**src/rtl/dino_game_ctrl.sv**
```systemverilog
// rtl/dino_game_ctrl.sv - button conditioning, game state machine, collision filter and scoring
module dino_game_ctrl #(
   parameter int         DEBOUNCE_CYCLES  = 1000000,
   parameter int         GRACE_FRAMES     = 120,
   parameter int         DEAD_HOLD_FRAMES = 60,
   parameter int         COLLISION_MIN    = 4,
   parameter int         SCORE_DIV        = 6,
   parameter int         SCORE_W          = 14,
   parameter logic [1:0] START_STATE      = 2'b00,
   parameter logic [1:0] GRACE_STATE      = 2'b01,
   parameter logic [1:0] PLAY_STATE       = 2'b10,
   parameter logic [1:0] DEAD_STATE       = 2'b11
) (
   input  logic               i_clk,
   input  logic               i_rst_n,
   input  logic               i_btn_jump,
   input  logic               i_btn_duck,
   input  logic               i_animate,
   input  logic               i_collision,
   output logic [1:0]         o_game_state,
   output logic               o_dino_jump,
   output logic               o_dino_duck,
   output logic [SCORE_W-1:0] o_score,
   output logic [SCORE_W-1:0] o_high_score
);

   localparam int FRAME_MAX = (GRACE_FRAMES > DEAD_HOLD_FRAMES) ? GRACE_FRAMES : DEAD_HOLD_FRAMES;
   localparam int FRAME_W   = $clog2(FRAME_MAX + 1);
   localparam int DEB_W     = $clog2(DEBOUNCE_CYCLES + 1);
   localparam int HIT_W     = $clog2(COLLISION_MIN + 1);
   localparam int DIV_W     = $clog2(SCORE_DIV + 1);

   localparam logic [DEB_W-1:0]   DEB_LAST   = DEB_W'(DEBOUNCE_CYCLES - 1);
   localparam logic [HIT_W-1:0]   HIT_MAX    = HIT_W'(COLLISION_MIN);
   localparam logic [FRAME_W-1:0] GRACE_LAST = FRAME_W'(GRACE_FRAMES - 1);
   localparam logic [FRAME_W-1:0] HOLD_MAX   = FRAME_W'(DEAD_HOLD_FRAMES);
   localparam logic [DIV_W-1:0]   DIV_LAST   = DIV_W'(SCORE_DIV - 1);

   typedef enum logic [1:0] {
      ST_START = START_STATE,
      ST_GRACE = GRACE_STATE,
      ST_PLAY  = PLAY_STATE,
      ST_DEAD  = DEAD_STATE
   } state_t;

   // bit 0 = jump button, bit 1 = duck button
   logic [1:0]         sync1_q, sync1_d;
   logic [1:0]         sync2_q, sync2_d;
   logic [1:0]         deb_q, deb_d;
   logic [DEB_W-1:0]   deb_cnt_q [2];
   logic [DEB_W-1:0]   deb_cnt_d [2];
   logic               jump_prev_q, jump_prev_d;
   logic [HIT_W-1:0]   hit_cnt_q, hit_cnt_d;
   state_t             state_q, state_d;
   logic [FRAME_W-1:0] frame_cnt_q, frame_cnt_d;
   logic [DIV_W-1:0]   div_cnt_q, div_cnt_d;
   logic [SCORE_W-1:0] score_q, score_d;
   logic [SCORE_W-1:0] high_q, high_d;
   logic               jump_out_q, jump_out_d;
   logic               duck_out_q, duck_out_d;

   logic jump_press;
   logic death;
   logic active;

   assign jump_press = deb_q[0] & ~jump_prev_q;
   assign death      = (hit_cnt_q == HIT_MAX);
   assign active     = (state_q == ST_GRACE) || (state_q == ST_PLAY);

   // Synchronize both buttons and accept a new level only after it has been stable long enough
   always_comb begin
      sync1_d     = {i_btn_duck, i_btn_jump};
      sync2_d     = sync1_q;
      deb_d       = deb_q;
      jump_prev_d = deb_q[0];
      for (int b = 0; b < 2; b++) begin
         deb_cnt_d[b] = deb_cnt_q[b];
         if (sync2_q[b] == deb_q[b]) begin
            deb_cnt_d[b] = '0;
         end else if (deb_cnt_q[b] == DEB_LAST) begin
            deb_d[b]     = ~deb_q[b];
            deb_cnt_d[b] = '0;
         end else begin
            deb_cnt_d[b] = deb_cnt_q[b] + 1'b1;
         end
      end
   end

   // Game state machine, collision filter, frame/score counters and registered outputs
   always_comb begin
      state_d     = state_q;
      frame_cnt_d = frame_cnt_q;
      div_cnt_d   = div_cnt_q;
      score_d     = score_q;
      high_d      = high_q;
      hit_cnt_d   = hit_cnt_q;
      jump_out_d  = jump_press & active;
      duck_out_d  = deb_q[1] & active;

      // the frame strobe clears the count even when a hit lands in the same cycle
      if (i_animate) begin
         hit_cnt_d = '0;
      end else if (i_collision && (state_q == ST_PLAY) && (hit_cnt_q < HIT_MAX)) begin
         hit_cnt_d = hit_cnt_q + 1'b1;
      end

      case (state_q)
         ST_START: begin
            if (jump_press) begin
               state_d     = ST_GRACE;
               score_d     = '0;
               frame_cnt_d = '0;
               div_cnt_d   = '0;
            end
         end
         ST_GRACE: begin
            if (i_animate) begin
               if (frame_cnt_q == GRACE_LAST) begin
                  state_d     = ST_PLAY;
                  frame_cnt_d = '0;
               end else begin
                  frame_cnt_d = frame_cnt_q + 1'b1;
               end
            end
         end
         ST_PLAY: begin
            if (death) begin
               state_d     = ST_DEAD;
               frame_cnt_d = '0;
               hit_cnt_d   = '0;
               high_d      = (score_q > high_q) ? score_q : high_q;
            end else if (i_animate) begin
               if (div_cnt_q == DIV_LAST) begin
                  div_cnt_d = '0;
                  if (score_q != {SCORE_W{1'b1}}) begin
                     score_d = score_q + 1'b1;
                  end
               end else begin
                  div_cnt_d = div_cnt_q + 1'b1;
               end
            end
         end
         ST_DEAD: begin
            // presses during the hold window are dropped, not remembered
            if (jump_press && (frame_cnt_q == HOLD_MAX)) begin
               state_d     = ST_GRACE;
               score_d     = '0;
               frame_cnt_d = '0;
               div_cnt_d   = '0;
            end else if (i_animate && (frame_cnt_q < HOLD_MAX)) begin
               frame_cnt_d = frame_cnt_q + 1'b1;
            end
         end
         default: begin
            state_d = ST_START;
         end
      endcase
   end

   // All state registers with synchronous active-low reset
   always_ff @(posedge i_clk) begin
      if (!i_rst_n) begin
         sync1_q      <= '0;
         sync2_q      <= '0;
         deb_q        <= '0;
         deb_cnt_q[0] <= '0;
         deb_cnt_q[1] <= '0;
         jump_prev_q  <= 1'b0;
         hit_cnt_q    <= '0;
         state_q      <= ST_START;
         frame_cnt_q  <= '0;
         div_cnt_q    <= '0;
         score_q      <= '0;
         high_q       <= '0;
         jump_out_q   <= 1'b0;
         duck_out_q   <= 1'b0;
      end else begin
         sync1_q      <= sync1_d;
         sync2_q      <= sync2_d;
         deb_q        <= deb_d;
         deb_cnt_q[0] <= deb_cnt_d[0];
         deb_cnt_q[1] <= deb_cnt_d[1];
         jump_prev_q  <= jump_prev_d;
         hit_cnt_q    <= hit_cnt_d;
         state_q      <= state_d;
         frame_cnt_q  <= frame_cnt_d;
         div_cnt_q    <= div_cnt_d;
         score_q      <= score_d;
         high_q       <= high_d;
         jump_out_q   <= jump_out_d;
         duck_out_q   <= duck_out_d;
      end
   end

   assign o_game_state = state_q;
   assign o_dino_jump  = jump_out_q;
   assign o_dino_duck  = duck_out_q;
   assign o_score      = score_q;
   assign o_high_score = high_q;

endmodule

```
**config.mk**
```make
export PLATFORM = sky130hd
export DESIGN_NAME = dino_game_ctrl
export DESIGN_NICKNAME = d
export VERILOG_FILES = /design/src/rtl/dino_game_ctrl.sv
export SDC_FILE = /design/constraint.sdc
export NUM_CORES = 1
export LEC_CHECK = 0
export ABC_AREA = 1
export CAP_MARGIN = 25
export CORE_MARGIN = 2
export CORE_UTILIZATION = 45
export DETAILED_ROUTE_END_ITERATION = 16
export GPL_ROUTABILITY_DRIVEN = 0
export SYNTH_ARGS = -nofsm -noshare
export SYNTH_HDL_FRONTEND = slang
export SYNTH_SLANG_ARGS = --single-unit
```
**constraint.sdc**
```tcl
create_clock -name i_clk -period 3 [get_ports i_clk]
set_input_delay 0.3 -clock i_clk [delete_from_list [all_inputs] [get_ports i_clk]]
set_output_delay 0.3 -clock i_clk [all_outputs]
set_load 0.05 [all_outputs]
```
==> reports/qor.txt <==
Status -> finished, final reports clean
Vias in the first global route -> 4562
Syn nets -> 801
Cell count after synthesis -> 769
Post-DRT Antenna Nets -> 0
Initial core utilization -> 0.4598
Post-CTS setup buffer count -> 0
CTS root buf -> clkbuf_16
Crit path from -> o_game_state[0]$_SDFFE_PN0P_
Die W -> 111.8 µm
LEAKAGE -> 2.355 nW
Starting DRT DRC Count -> 210
Place WS -> 0.6881 ns
WL final -> 11770 µm
Final #Nets -> 840
Post-synth EDFFs -> 0
Max stage delay cell, worst path -> ha_1
CTS Hold Bufs -> 0
Period Utilization, post-route -> 0.7750
Fmax -> 430.1 MHz
Vias per cell -> 5.033
Post-Synth Adder-Cell Area -> 0.06223
Final core occ -> 0.5282
Syn Area/Cell -> 6.798 µm²
Antenna violations before repair -> 0
Area after DPL -> 5719 µm²
Crit-path cells -> inv_1 > ha_1 > nand3_2 > nand3_1 > nor2_4 > nand2_4 > nor2_8 > nand2_4 > inv_2 > nor2_1 > nor2_1
CP startpoint kind -> flop
Wire length per cell -> 12.31 µm
Cell area after synthesis -> 5228 µm²
Largest net degree at the start of global routing -> 29
Placed cells -> 940
Xor/xnor share of the synthesized area -> 0.02681
Hold WS -> 0.4127 ns
CP peak stage delay -> 0.45 ns
Simple-gate share of the synthesized area -> 0.3772
Max_cap viols -> 0
Worst vdd ir -> 325.6 µV
Clock Skew -> 0.008527 ns
FF+latch count, synth -> 92
RSZ-0062 raised after global routing -> false
Ports -> 38
Area delta synth->final -> 14.89%
Max Fanout on Critical Path -> 18
Post-synthesis mux area share -> 0
CTS tree -> built
IO Port Bufs -> 37
CTS sink count -> 92
Main synth FF type -> dfxtp_1
CTS Buf Count -> 9
Drt drc -> 0
WP buf/inv -> 2
Gr ovfl total -> 0
Total power density per cell area -> 529.0 nW/µm²
Arr. time, crit path -> 2.61 ns
Synth cell types -> 41
Clock period minus worst slack -> 2.325 ns
Async S/R FF share, synth -> 0
Worst reg2reg path startpoint -> o_game_state[0]$_SDFFE_PN0P_
Layout cells sized above 1 -> 0.07134
Die Height -> 111.8 µm
Setup total negative slack -> 0 ns
Register-to-register setup slack -> 0.67 ns
Critical Path RT -> 3.28 ns
Layout filler cell count -> 1174
Inserted Diodes -> 0
Final Cell Area -> 6006 µm²
DRT Pass-1 Iters -> 4
Worst path top cell family by delay -> simple AND/OR/NAND/NOR gates
Maximum root-to-sink buffer count -> 2
Worst-Margin Slew -> 0.8657 ns
Worst-path clk slew -> 0.07 ns
Vias -> 4812
First-pass GRT wire length -> 20470 µm
Count of final setup violators -> 0
R2R cell count -> 11
R2R Path End -> o_score[11]$_SDFFE_PN0P_
Sequential share of the synthesized area -> 0.3523
Post-synthesis compound-gate area fraction -> 0.07922
Number of core rows -> 39
Synth warnings -> 0
Crit path to -> o_score[11]$_SDFFE_PN0P_
Tightest Hold Check Type -> reg -> reg
Total power -> 3.177 mW
All-Layer GR Usage -> 0.1975
Largest family of logic cells by synthesized area -> simple AND/OR/NAND/NOR gates
Worst path depth -> 11
Die Footprint -> 12490 µm²
CTS resizes -> 0
Core area -> 11370 µm²
WS Path Type -> reg -> reg
Detailed placement HPWL -> 8719 µm
Slew headroom -> 0.4214
Worst skew pair latency -> 0.35 ns
Final setup margin -> 0.6749 ns
Worst Setup End Kind -> flop
Fin. Hold Viols -> 0
H-tree levels -> 3
Max Slew Vio Count -> 0
Post-route insts no fill -> 956
==> cells by family (layout without fill, tap and decap cells) <==
kind of cell    count (synthesis)  after routing
flops                          92             92
buf+inv                       128            172
compound gates                 79             79
fa+ha+maj                      26             26
xor+xnor                       16             16
simple gates                  428            428
==> cell usage after synthesis, types with 5 or more instances <==
cell type / n / area [µm²]
or2_2: 5 / 31.28
nand3_1: 69 / 345.3
nor3_1: 16 / 80.08
nand4_1: 14 / 87.58
buf_2: 6 / 30.03
dfxtp_1: 92 / 1842
nand2_2: 5 / 31.28
nand3_2: 7 / 70.07
inv_1: 108 / 405.4
a21oi_1: 53 / 265.3
xor2_1: 12 / 105.1
nand2_1: 178 / 668.1
nand3b_1: 7 / 52.55
ha_1: 26 / 325.3
o21ai_0: 18 / 90.09
nor2_1: 110 / 412.9
==> sequential cells by signal, summed over array words and instances, names as in the netlist <==
name and flops:
jump_prev_q 1, deb_cnt_q 40, frame_cnt_q 7, deb_q 2, sync1_q 2, sync2_q 2
o_score 14, o_high_score 14, o_dino_duck 1, o_dino_jump 1, o_game_state 2, hit_cnt_q 3
div_cnt_q 3
==> power by group <==
group          internal (mW)  leakage (nW)  switching, mW
combinational          0.225          1.47          0.525
clock                  0.607         0.138          0.495
sequential              1.27         0.744         0.0541
==> final cells by class <==
class	count	area [µm²]	area share
inverters	111	416.7	0.06938
well taps	143	178.9	0.02979
clock inverters	5	33.78	0.005625
repair buffers	45	430.4	0.07167
clock buffers	11	252.7	0.04208
multi-input cells	549	2851	0.4748
flip-flops and latches	92	1842	0.3067
==> worst reg2reg max path, stage by stage (launching register included) <==
cell and delay [ns]:
dfxtp_1 0.41, inv_1 0.11, ha_1 0.45, nand3_2 0.24, nand3_1 0.13, nor2_4 0.13
nand2_4 0.09, nor2_8 0.27, nand2_4 0.13, inv_2 0.14, nor2_1 0.05, nor2_1 0.10
==> placed cells by master, fill, tap and decap left out, types with 2 or more instances in the layout <==
cell type	netlist	layout
inv_1	108	108
xor2_1	12	12
clkdlybuf4s50_1	0	37
inv_2	2	2
o21ai_0	18	18
or2_2	5	5
o21bai_1	3	3
nor2_4	3	3
nor2_2	2	2
nor4_1	2	2
nand3_1	69	69
xnor2_1	4	4
nand4_1	14	14
ha_1	26	26
clkinvlp_4	0	2
dfxtp_1	92	92
nand2_4	3	3
nor3_1	16	16
nor2_1	110	110
a21oi_1	53	53
clkbuf_16	0	9
clkbuf_8	0	2
nand3b_1	7	7
buf_4	2	8
nand2_2	5	5
nand3_2	7	7
nand2_1	178	178
clkinv_2	0	2
==> worst min-delay path by stage <==
stage	startpoint	to	depth (start not counted)
2_1_floorplan	sync1_q[0]$_SDFF_PN0_	sync2_q[0]$_SDFF_PN0_	2
3_3_place_gp	sync1_q[0]$_SDFF_PN0_	sync2_q[0]$_SDFF_PN0_	2
3_5_place_dp	sync1_q[0]$_SDFF_PN0_	sync2_q[0]$_SDFF_PN0_	2
4_1_cts	sync1_q[0]$_SDFF_PN0_	sync2_q[0]$_SDFF_PN0_	2
5_1_grt	sync1_q[0]$_SDFF_PN0_	sync2_q[0]$_SDFF_PN0_	2
6_report	sync1_q[0]$_SDFF_PN0_	sync2_q[0]$_SDFF_PN0_	2
==> metal layers <==
metal,up-vias,GRT usage,share of wire
met2,61,0.3345,0.47
met4,0,0.09383,0.029
met3,23,0.02722,0.021
met1,2199,0.2482,0.48
li1,2529,-,-
met5,-,0,0
Note: power is estimated with default switching activity, not from simulation.
